`config.mk`:
```
export PLATFORM = sky130hd
export DESIGN_NAME = cordic_test_sequencer_flat
export DESIGN_NICKNAME = d
export VERILOG_FILES = /design/src/rtl/cordic_wrapper_pkg.sv /design/src/rtl/cordic_test_sequencer_if.sv /design/src/rtl/seq_sat_counter.sv /design/src/rtl/cordic_test_sequencer.sv /design/src/flat_wrapper.sv
export SDC_FILE = /design/constraint.sdc
export NUM_CORES = 1
export LEC_CHECK = 0
export BUFFER_PORTS_ARGS = -buffer_cell sky130_fd_sc_hd__clkbuf_2
export CAP_MARGIN = 0
export CORE_MARGIN = 1.5
export CORE_UTILIZATION = 55
export DETAILED_ROUTE_END_ITERATION = 6
export GPL_ROUTABILITY_DRIVEN = 0
export PLACE_DENSITY = 0.95
export SLEW_MARGIN = 10
export SYNTH_ARGS = -nofsm -noshare
export SYNTH_HDL_FRONTEND = slang
export SYNTH_HIERARCHICAL = 1
export SYNTH_SLANG_ARGS = --single-unit
```
`constraint.sdc`:
```
create_clock -name i_clk -period 4.09 [get_ports i_clk]
set_clock_uncertainty 0.05 [all_clocks]
set_input_delay 0.818 -clock i_clk [delete_from_list [all_inputs] [get_ports i_clk]]
set_output_delay 0.818 -clock i_clk [all_outputs]
set_load 0.01 [all_outputs]
```
`src/rtl/cordic_wrapper_pkg.sv`:
```
// Shared types and defaults for the CORDIC test-wrapper run sequencer.
package cordic_wrapper_pkg;

    localparam int unsigned SEQ_DATA_W = 56;
    localparam int unsigned SEQ_STOP_W = 49;
    localparam int unsigned SEQ_CNT_W  = 16;

    typedef enum logic [2:0] {
        IDLE,
        RESET,
        RUN,
        CHECK,
        DONE
    } e_seq_state;

    // Shadow copy of the run configuration, captured on start
    typedef struct packed {
        logic [1:0]            mode;
        logic [2:0]            bypass;
        logic [SEQ_STOP_W-1:0] stop_code;
        logic [SEQ_CNT_W-1:0]  vld_target;
        logic [SEQ_CNT_W-1:0]  timeout;
    } st_seq_cfg;

    // A zero target would never be reached, so it behaves as a target of one
    function automatic logic [SEQ_CNT_W-1:0] eff_target(input logic [SEQ_CNT_W-1:0] t);
        return (t == '0) ? SEQ_CNT_W'(1) : t;
    endfunction

endpackage

```
`src/rtl/cordic_test_sequencer_if.sv`:
```
// Control/observation bundle between the sequencer (master) and the CORDIC wrapper (slave).
interface cordic_test_sequencer_if
    import cordic_wrapper_pkg::*;
#(
    parameter int unsigned DATA_WIDTH       = SEQ_DATA_W,
    parameter int unsigned INPUT_DATA_WIDTH = SEQ_STOP_W
);

    logic                        wr_en;
    logic                        wr_rst;
    logic [1:0]                  wr_mode;
    logic [2:0]                  wr_bypass;
    logic [INPUT_DATA_WIDTH-1:0] wr_stop_code;
    logic                        wr_vld;
    logic [DATA_WIDTH-1:0]       wr_data;

    modport master (
        output wr_en, wr_rst, wr_mode, wr_bypass, wr_stop_code,
        input  wr_vld, wr_data
    );

    modport slave (
        input  wr_en, wr_rst, wr_mode, wr_bypass, wr_stop_code,
        output wr_vld, wr_data
    );

endinterface

```
`src/rtl/seq_sat_counter.sv`:
```
// Saturating up-counter with synchronous clear; sticks at all-ones.
module seq_sat_counter #(
    parameter int unsigned CNT_W = 16
) (
    input  logic             clk_i,
    input  logic             rst_i,
    input  logic             clr_i,
    input  logic             inc_i,
    output logic [CNT_W-1:0] cnt_o
);

    logic [CNT_W-1:0] cnt_q, cnt_d;

    // Next count: clear has priority, increment stops at all-ones
    always_comb begin
        cnt_d = cnt_q;
        if (clr_i) begin
            cnt_d = '0;
        end else if (inc_i && (cnt_q != '1)) begin
            cnt_d = cnt_q + CNT_W'(1);
        end
    end

    // Count register with synchronous reset
    always_ff @(posedge clk_i) begin
        if (rst_i) begin
            cnt_q <= '0;
        end else begin
            cnt_q <= cnt_d;
        end
    end

    assign cnt_o = cnt_q;

endmodule

```
`src/rtl/cordic_test_sequencer.sv`:
```
// Run controller for the CORDIC test wrapper: latches a configuration on start, sequences the
// wrapper through reset and run, captures the last output word and checks it against a golden.
module cordic_test_sequencer
    import cordic_wrapper_pkg::*;
#(
    parameter int unsigned DATA_WIDTH       = SEQ_DATA_W,
    parameter int unsigned INPUT_DATA_WIDTH = SEQ_STOP_W,
    parameter int unsigned CNT_W            = SEQ_CNT_W,
    parameter int unsigned RST_CYCLES       = 4
) (
    input  logic                        i_clk,
    input  logic                        i_rst,
    input  logic                        i_start,
    input  logic [1:0]                  i_mode,
    input  logic [2:0]                  i_bypass,
    input  logic [INPUT_DATA_WIDTH-1:0] i_stop_code,
    input  logic [CNT_W-1:0]            i_vld_target,
    input  logic [CNT_W-1:0]            i_timeout,
    input  logic [DATA_WIDTH-1:0]       i_golden,
    cordic_test_sequencer_if.master     wr_io,
    output logic                        o_busy,
    output logic                        o_done,
    output logic                        o_pass,
    output logic                        o_timeout,
    output logic [DATA_WIDTH-1:0]       o_sig,
    output logic [CNT_W-1:0]            o_vld_cnt
);

    localparam logic [CNT_W-1:0] RstLast = CNT_W'(RST_CYCLES - 1);

    e_seq_state            state_q, state_d;
    st_seq_cfg             cfg_q, cfg_d;
    logic [DATA_WIDTH-1:0] sig_q, sig_d;
    logic                  pass_q, pass_d;
    logic                  timeout_q, timeout_d;
    logic                  done_q, done_d;

    logic                  start_acc;
    logic [CNT_W-1:0]      rst_cnt, cyc_cnt, vld_cnt;
    logic [CNT_W-1:0]      run_cycle, vld_next;
    logic                  count_hit, time_hit;

    // Start is only honoured while the wrapper is not being exercised
    assign start_acc = i_start && ((state_q == IDLE) || (state_q == DONE));

    seq_sat_counter #(.CNT_W(CNT_W)) u_rst_cnt (
        .clk_i (i_clk),
        .rst_i (i_rst),
        .clr_i (start_acc),
        .inc_i (state_q == RESET),
        .cnt_o (rst_cnt)
    );

    seq_sat_counter #(.CNT_W(CNT_W)) u_cyc_cnt (
        .clk_i (i_clk),
        .rst_i (i_rst),
        .clr_i (start_acc),
        .inc_i (state_q == RUN),
        .cnt_o (cyc_cnt)
    );

    seq_sat_counter #(.CNT_W(CNT_W)) u_vld_cnt (
        .clk_i (i_clk),
        .rst_i (i_rst),
        .clr_i (start_acc),
        .inc_i ((state_q == RUN) && wr_io.wr_vld),
        .cnt_o (vld_cnt)
    );

    // 1-based index of the current RUN cycle and the valid count including this cycle's pulse
    always_comb begin
        run_cycle = cyc_cnt + CNT_W'(1);
        vld_next  = vld_cnt + CNT_W'(1);
        count_hit = (state_q == RUN) && wr_io.wr_vld && (vld_next == eff_target(cfg_q.vld_target));
        time_hit  = (state_q == RUN) && (cfg_q.timeout != '0) && (run_cycle == cfg_q.timeout);
    end

    // Next-state and result-register logic
    always_comb begin
        state_d   = state_q;
        cfg_d     = cfg_q;
        sig_d     = sig_q;
        pass_d    = pass_q;
        timeout_d = timeout_q;
        done_d    = 1'b0;
        unique case (state_q)
            IDLE, DONE: begin
                if (i_start) begin
                    cfg_d.mode       = i_mode;
                    cfg_d.bypass     = i_bypass;
                    cfg_d.stop_code  = i_stop_code;
                    cfg_d.vld_target = i_vld_target;
                    cfg_d.timeout    = i_timeout;
                    sig_d            = '0;
                    pass_d           = 1'b0;
                    timeout_d        = 1'b0;
                    state_d          = RESET;
                end
            end
            RESET: begin
                if (rst_cnt == RstLast) begin
                    state_d = RUN;
                end
            end
            RUN: begin
                if (wr_io.wr_vld) begin
                    sig_d = wr_io.wr_data;
                end
                // Reaching the target in the timeout cycle still counts as a clean finish
                if (count_hit) begin
                    state_d = CHECK;
                end else if (time_hit) begin
                    state_d   = CHECK;
                    timeout_d = 1'b1;
                end
            end
            CHECK: begin
                pass_d  = !timeout_q && (sig_q == i_golden);
                done_d  = 1'b1;
                state_d = DONE;
            end
            default: begin
                state_d = IDLE;
            end
        endcase
    end

    // State and result registers with synchronous reset
    always_ff @(posedge i_clk) begin
        if (i_rst) begin
            state_q   <= IDLE;
            cfg_q     <= '0;
            sig_q     <= '0;
            pass_q    <= 1'b0;
            timeout_q <= 1'b0;
            done_q    <= 1'b0;
        end else begin
            state_q   <= state_d;
            cfg_q     <= cfg_d;
            sig_q     <= sig_d;
            pass_q    <= pass_d;
            timeout_q <= timeout_d;
            done_q    <= done_d;
        end
    end

    // Wrapper held in reset while idle; left out of reset in DONE so its state stays observable
    assign wr_io.wr_en        = (state_q == RESET) || (state_q == RUN);
    assign wr_io.wr_rst       = (state_q == IDLE) || (state_q == RESET);
    assign wr_io.wr_mode      = cfg_q.mode;
    assign wr_io.wr_bypass    = cfg_q.bypass;
    assign wr_io.wr_stop_code = cfg_q.stop_code;

    assign o_busy    = (state_q == RESET) || (state_q == RUN) || (state_q == CHECK);
    assign o_done    = done_q;
    assign o_pass    = pass_q;
    assign o_timeout = timeout_q;
    assign o_sig     = sig_q;
    assign o_vld_cnt = vld_cnt;

endmodule

```
`src/flat_wrapper.sv`:
```
// flat-port wrapper written by rule: the top's interface ports become plain ports
module cordic_test_sequencer_flat import cordic_wrapper_pkg::*;
#(
    parameter int unsigned DATA_WIDTH       = SEQ_DATA_W,
    parameter int unsigned INPUT_DATA_WIDTH = SEQ_STOP_W,
    parameter int unsigned CNT_W            = SEQ_CNT_W,
    parameter int unsigned RST_CYCLES       = 4
)
  (i_clk, i_rst, i_start, i_mode, i_bypass, i_stop_code, i_vld_target, i_timeout, i_golden, o_busy, o_done, o_pass, o_timeout, o_sig, o_vld_cnt, wr_io_wr_en, wr_io_wr_rst, wr_io_wr_mode, wr_io_wr_bypass, wr_io_wr_stop_code, wr_io_wr_vld, wr_io_wr_data);
  cordic_test_sequencer_if #(.DATA_WIDTH(DATA_WIDTH), .INPUT_DATA_WIDTH(INPUT_DATA_WIDTH)) wr_io_i ();
  input  logic i_clk;
  input  logic i_rst;
  input  logic i_start;
  input  logic [1:0] i_mode;
  input  logic [2:0] i_bypass;
  input  logic [INPUT_DATA_WIDTH-1:0] i_stop_code;
  input  logic [CNT_W-1:0] i_vld_target;
  input  logic [CNT_W-1:0] i_timeout;
  input  logic [DATA_WIDTH-1:0] i_golden;
  output logic o_busy;
  output logic o_done;
  output logic o_pass;
  output logic o_timeout;
  output logic [DATA_WIDTH-1:0] o_sig;
  output logic [CNT_W-1:0] o_vld_cnt;
  output wire logic [$bits(wr_io_i.wr_en)-1:0] wr_io_wr_en;
  output wire logic [$bits(wr_io_i.wr_rst)-1:0] wr_io_wr_rst;
  output wire logic [$bits(wr_io_i.wr_mode)-1:0] wr_io_wr_mode;
  output wire logic [$bits(wr_io_i.wr_bypass)-1:0] wr_io_wr_bypass;
  output wire logic [$bits(wr_io_i.wr_stop_code)-1:0] wr_io_wr_stop_code;
  input wire logic [$bits(wr_io_i.wr_vld)-1:0] wr_io_wr_vld;
  input wire logic [$bits(wr_io_i.wr_data)-1:0] wr_io_wr_data;
  assign wr_io_wr_en = wr_io_i.wr_en;
  assign wr_io_wr_rst = wr_io_i.wr_rst;
  assign wr_io_wr_mode = wr_io_i.wr_mode;
  assign wr_io_wr_bypass = wr_io_i.wr_bypass;
  assign wr_io_wr_stop_code = wr_io_i.wr_stop_code;
  assign wr_io_i.wr_vld = wr_io_wr_vld;
  assign wr_io_i.wr_data = wr_io_wr_data;
  cordic_test_sequencer #(.DATA_WIDTH(DATA_WIDTH), .INPUT_DATA_WIDTH(INPUT_DATA_WIDTH), .CNT_W(CNT_W), .RST_CYCLES(RST_CYCLES)) u_core (.i_clk(i_clk), .i_rst(i_rst), .i_start(i_start), .i_mode(i_mode), .i_bypass(i_bypass), .i_stop_code(i_stop_code), .i_vld_target(i_vld_target), .i_timeout(i_timeout), .i_golden(i_golden), .wr_io(wr_io_i), .o_busy(o_busy), .o_done(o_done), .o_pass(o_pass), .o_timeout(o_timeout), .o_sig(o_sig), .o_vld_cnt(o_vld_cnt));
endmodule
```
# Word level (Yosys, flattened, before mapping)

Cells that the tools add are included.

Add/subtract/negate cells: 3
Equal/unequal tests: 17
Muxes and demuxes: 15
Reductions and logical operators: 26

Operators by type and width:

| operator                                       | count |
|---|---|
| 2-to-1 mux 56 bit                              | 2 |
| one-hot mux 56 bit (2 select lines)            | 1 |
| == test 56 bit                                 | 1 |
| adder 16 x 1 -> 16 bit, second input constant  | 3 |
| != test 16 bit, second input constant          | 3 |
| == test 16 bit                                 | 2 |
| == test 16 x 2 -> 1 bit, second input constant | 1 |
| logical NOT 16 bit                             | 1 |
| 2-to-1 mux 16 bit                              | 1 |
| nonzero test 16 bit                            | 1 |
| 2-to-1 mux 3 bit                               | 4 |
| one-hot mux 3 bit (4 select lines)             | 1 |
| logical AND 1 bit                              | 9 |
| == test 3 x 2 -> 1 bit, second input constant  | 2 |
| != test 2 bit, second input constant           | 3 |
| AND reduction 3 bit                            | 2 |
| logical OR 1 bit                               | 4 |
| 2-to-1 mux 1 bit                               | 4 |
| != test 2 x 1 -> 1 bit, second input constant  | 2 |
| one-hot mux 1 bit (2 select lines)             | 2 |
| AND reduction 2 bit                            | 2 |
| AND reduction 4 bit                            | 1 |
| nonzero test 2 bit                             | 2 |
| OR reduction 2 bit                             | 2 |
| 5 further kinds                                | 5 |

Register bits after elaboration: 196
Logic and storage cells: 74

# Logic depth before layout (Yosys ltp)

Word-level depth: 6
Gate-level depth with buffers: 9
Mapped depth without buffers: 8

# Cells and area by module

Netlist, hierarchy kept.

Modules (own cells, without submodules):

| module                | area each (um^2) | sequential area each (um^2) | times used | cells an instance |
|---|---|---|---|---|
| cordic_test_sequencer | 7493.4           | 2962.8                      | 1          | 982 |
| seq_sat_counter       | 917.1            | 320.3                       | 3          | 102 |

# Least setup slack after synthesis

OpenSTA, ideal clock, no wires.

Kind: register to register
Start point: reg u_core.u_vld_cnt.cnt_q[0], in the netlist u_core/u_vld_cnt/cnt_o[0]
End point: reg u_core.state_q[0]
Cell stages (with the launch flop): 9
Setup slack: 1453 ps
Library setup time: 95 ps
Arrival time: 2491 ps
Path through: dfxtp_1 ha_1 and4_2 nand3_2 xor2_1 a211o_2 a2111o_1 o31a_1 o311ai_1

Word-level cells in the longest chain between the ends: 5
Elaborated cells between the ends (all ways): 7
Those cells by class: add/sub (1); eq/ne (2); mux (2); reduce/logical (2)

RTL lines:

| element                                                                          | RTL line                     | RTL |
|---|---|---|
| start: declaration                                                               | seq_sat_counter.sv:12        | `logic [CNT_W-1:0] cnt_q, cnt_d;` |
| start signal: assignment                                                         | seq_sat_counter.sv:29        | `cnt_q <= cnt_d;` |
| adder 16 x 1 -> 16 bit *                                                         | cordic_test_sequencer.sv:73  | `vld_next = vld_cnt + CNT_W'(1);` |
| == test 16 bit *                                                                 | cordic_test_sequencer.sv:74  | `count_hit = (state_q == RUN) && wr_io.wr_vld && (vld_next == eff_target(cfg_q.vld_target));` |
| logical AND 1 bit *                                                              | cordic_test_sequencer.sv:74  |  |
| 2-to-1 mux 3 bit / != test 3 x 1 -> 1 bit (equally long branches)                | --                           |  |
| one-hot mux 3 bit (4 select lines) / AND reduction 3 bit (equally long branches) | --                           |  |
| end signal: assignment                                                           | cordic_test_sequencer.sv:138 | `state_q <= state_d;` |
| end: declaration                                                                 | cordic_test_sequencer.sv:31  | `e_seq_state state_q, state_d;` |

Every way passes the cells marked *; elsewhere a longest branch is shown, timed or not.
A chain may end at the register's enable or synchronous reset.

# Final worst setup path

Ends and elaborated chain as after synthesis.

==> impl_metrics.env <==
export IMPL_track_usage=0.3187
export IMPL_cts_setup_buffers=0
export IMPL_ys_seq_area_frac=0.3830
export IMPL_cp_end_kind="register"
export IMPL_antenna_found_initial=3
export IMPL_synthArstFlopShare=0
export IMPL_drt_iter0_drc=912
export IMPL_ys_seq_elements=196
export IMPL_grt_pass1_vias=9789
export IMPL_ir_worst_vdd_uv=282.3
export IMPL_start_kind="register"
export IMPL_std_cell_rows=49
export IMPL_min_path_cells=2
export IMPL_clock_path_buffers=2
export IMPL_cts_tree="yes"
export IMPL_reg2reg_slack_ps=1220
export IMPL_wl_per_cell_um=17.95
export IMPL_final_layout_size_suffix_gt1_frac=0.2747
export IMPL_cts_sinks=196
export IMPL_grt_pass1_wl_mm=49.74
export IMPL_violations="DRC"
export IMPL_final_nets=1723
export IMPL_synth_top_area_frac=0.3830
export IMPL_drv_slew=0
export IMPL_min_period_over_period=0.7008
export IMPL_portBuffers=333
export IMPL_fin_util=0.6680
export IMPL_crit_type="reg2reg"
export IMPL_min_path_type="reg2reg"
export IMPL_postCtsHoldBufs=0
export IMPL_fp_dieArea_um2=19450
export IMPL_r2r_end="u_core/state_q[0]$_SDFFE_PP0P_"
export IMPL_synth_cell_types=78
export IMPL_cts_inserted_buffers=17
export IMPL_syn_area_um2=10240
export IMPL_synthesis_nets=1495
export IMPL_die_w_um=139.5
export IMPL_setup_violations=0
export IMPL_worstHoldStart="u_core/wr_io.wr_stop_code[0]$_SDFFE_PP0P_"
export IMPL_area_growth_syn_to_layout_pct=17.93
export IMPL_postSynthCellCount=1288
export IMPL_vias=10450
export IMPL_viasPerCell=5.935
export IMPL_drtPass1Iterations=7
export IMPL_start_util=0.5664
export IMPL_dpl_hpwl_mm=22.86
export IMPL_yosysTopAreaCell="dfxtp_1"
export IMPL_grt_max_degree=88
export IMPL_cp_data_required_time_ps=4380
export IMPL_hold_path_endpoint="u_core/wr_io.wr_stop_code[0]$_SDFFE_PP0P_"
export IMPL_cp_arrival_ps=3150
export IMPL_cap_viol_max_count=0
export IMPL_layout_min_cycle_time_ps=2866
export IMPL_grt_overflow_total=0
export IMPL_synth_area_leaders="dfxtp_1 38%, nand2_1 10%, a21oi_1 8.3%"
export IMPL_ys_flop_type="dfxtp_1"
export IMPL_pin_count=334
export IMPL_ant_nets=0
export IMPL_ys_warn_count=6
export IMPL_fmax_mhz=348.9
export IMPL_clkTransAtPathRegs_ps=80
export IMPL_worstSkewPairLatency_ps=440
export IMPL_rsz0062_at_grt="false"
export IMPL_power_density_nw_per_um2=434.7
export IMPL_tightest_slew_ps=1134
export IMPL_worstPathMaxFanout=11
export IMPL_cts_resized=0
export IMPL_reg2reg_depth=8
export IMPL_yosysMostFrequentCell="nand2_1"
export IMPL_syn_area_per_cell_um2=7.954
export IMPL_htreeDepth=4
export IMPL_outcome="complete, but fails checks"
export IMPL_cts_root_buf="clkbuf_16"
export IMPL_wl_mm=31.62
export IMPL_hold_viol_final=0
export IMPL_synth_common_cells="284 x nand2_1, 196 x dfxtp_1, 170 x a21oi_1"
export IMPL_crit_start="u_core/u_vld_cnt/cnt_o[0]$_SDFFE_PP0P_"
export IMPL_leakagePower_nw=5.044
export IMPL_drcViolationCount=6
export IMPL_timing_rr_start="u_core/u_vld_cnt/cnt_o[0]$_SDFFE_PP0P_"
export IMPL_n_fill_cell=1425
export IMPL_synth_enable_flop_cells=0
export IMPL_setup_total_negative_slack_ps=0
export IMPL_die_y_um=139.5
export IMPL_slew_limit_headroom=0.2440
export IMPL_coreArea_um2=18090
==> cell usage in the layout, fill, tap and decap left out, types with 4 or more instances in the layout <==
| master | instances |
|---|---|
| a2111o_1 | 7 |
| a211oi_1 | 12 |
| a21oi_1 | 170 |
| a311oi_1 | 4 |
| a31oi_1 | 16 |
| a41o_1 | 4 |
| and2_1 | 8 |
| and2_2 | 6 |
| and3_1 | 11 |
| and3_4 | 6 |
| and4_1 | 5 |
| buf_4 | 7 |
| clkbuf_16 | 17 |
| clkbuf_2 | 332 |
| clkinv_8 | 4 |
| dfxtp_1 | 196 |
| ha_1 | 5 |
| inv_1 | 24 |
| inv_6 | 5 |
| mux2i_1 | 18 |
| nand2_1 | 283 |
| nand3_1 | 78 |
| nand3b_1 | 4 |
| nand4_1 | 27 |
| nor2_1 | 20 |
| nor3_1 | 14 |
| nor4_1 | 23 |
| o2111ai_1 | 5 |
| o21ai_0 | 17 |
| o21ai_1 | 6 |
| o22ai_1 | 7 |
| or3_1 | 17 |
| or3_2 | 9 |
| xnor2_1 | 29 |
| xor2_1 | 46 |
==> state kept, by name (all words and copies together), names as in the netlist, 2 cells and up <==
signal	cells
u_core/cfg_q	32
u_core/o_sig	56
u_core/state_q	3
u_core/u_cyc_cnt/cnt_o	16
u_core/u_rst_cnt/cnt_o	16
u_core/u_vld_cnt/cnt_o	16
u_core/wr_io.wr_bypass	3
u_core/wr_io.wr_mode	2
u_core/wr_io.wr_stop_code	49
==> layer usage <==
layer	up-vias	share of wire	global-route usage	wire length (µm)
met5	-	0	0	0
met1	4822	0.38	0.3756	11980
met2	567	0.50	0.5460	15760
li1	4944	-	-	-
met3	118	0.070	0.05988	2211
met4	0	0.053	0.1781	1670
==> logic make-up (layout without fill, tap and decap cells) <==
group                      after synthesis  count (layout)  synth area share
and+or+nand+nor                        551             551            0.2734
xor gates and xnor gates                75              75           0.06412
buffers and inverters                  156             397           0.08488
AOI/OAI and AO/OA                      286             286            0.1698
other                                    0               3                 0
muxes                                   19              19           0.01869
adders and majority gates                5               5          0.006106
DFF                                    196             196            0.3830
==> report_power, final <==
part	total (mW)	internal [mW]	switching, mW
Combinational	1.37	0.466	0.908
Clock	1.63	0.812	0.813
Sequential	2.25	2.08	0.170
==> layout make-up <==
class / instances / area (µm²) / area share
multi-input cells: 936 / 5461 / 0.4521
flip-flops and latches: 196 / 3924 / 0.3248
repair buffers: 340 / 1734 / 0.1435
clock buffers: 19 / 432.9 / 0.03583
well taps: 229 / 286.5 / 0.02372
clock inverters: 13 / 140.1 / 0.01160
inverters: 25 / 95.09 / 0.007871
diodes: 3 / 7.507 / 0.0006214
==> per-stage QoR <==
stage	total power [mW]	std cells	hold WS (ps)	cell area, µm²	setup WS (ps)
floorplan	3.249	1288	386.7	10240	1454
global placement	3.596	1726	391.2	11500	1299
detailed placement	3.628	1726	396.7	11500	1188
CTS	5.243	1758	407.5	12070	1238
global route	5.491	1761	425.7	12080	1029
finish	5.252	1761	406.4	12080	1224
==> critical path, cell delays in order (launching register included) <==
cell and delay (ps):
dfxtp_1 520, ha_1 340, and4_2 320, nand3_2 120
xor2_1 180, a211o_2 340, a2111o_1 380, o31a_1 250
o311ai_1 260
==> how the worst max path moves through the flow <==
stage                                     endpoint  slack [ps]  cells past startpoint
floorplan           u_core/state_q[0]$_SDFFE_PP0P_        1450                      8
global placement    u_core/state_q[0]$_SDFFE_PP0P_        1300                      8
detailed placement   u_core/o_sig[20]$_SDFFE_PP0P_        1190                      8
CTS                 u_core/state_q[0]$_SDFFE_PP0P_        1240                      8
global route        u_core/state_q[0]$_SDFFE_PP0P_        1030                      8
finish              u_core/state_q[0]$_SDFFE_PP0P_        1220                      8
No activity file was read; power rests on OpenSTA's default activity.
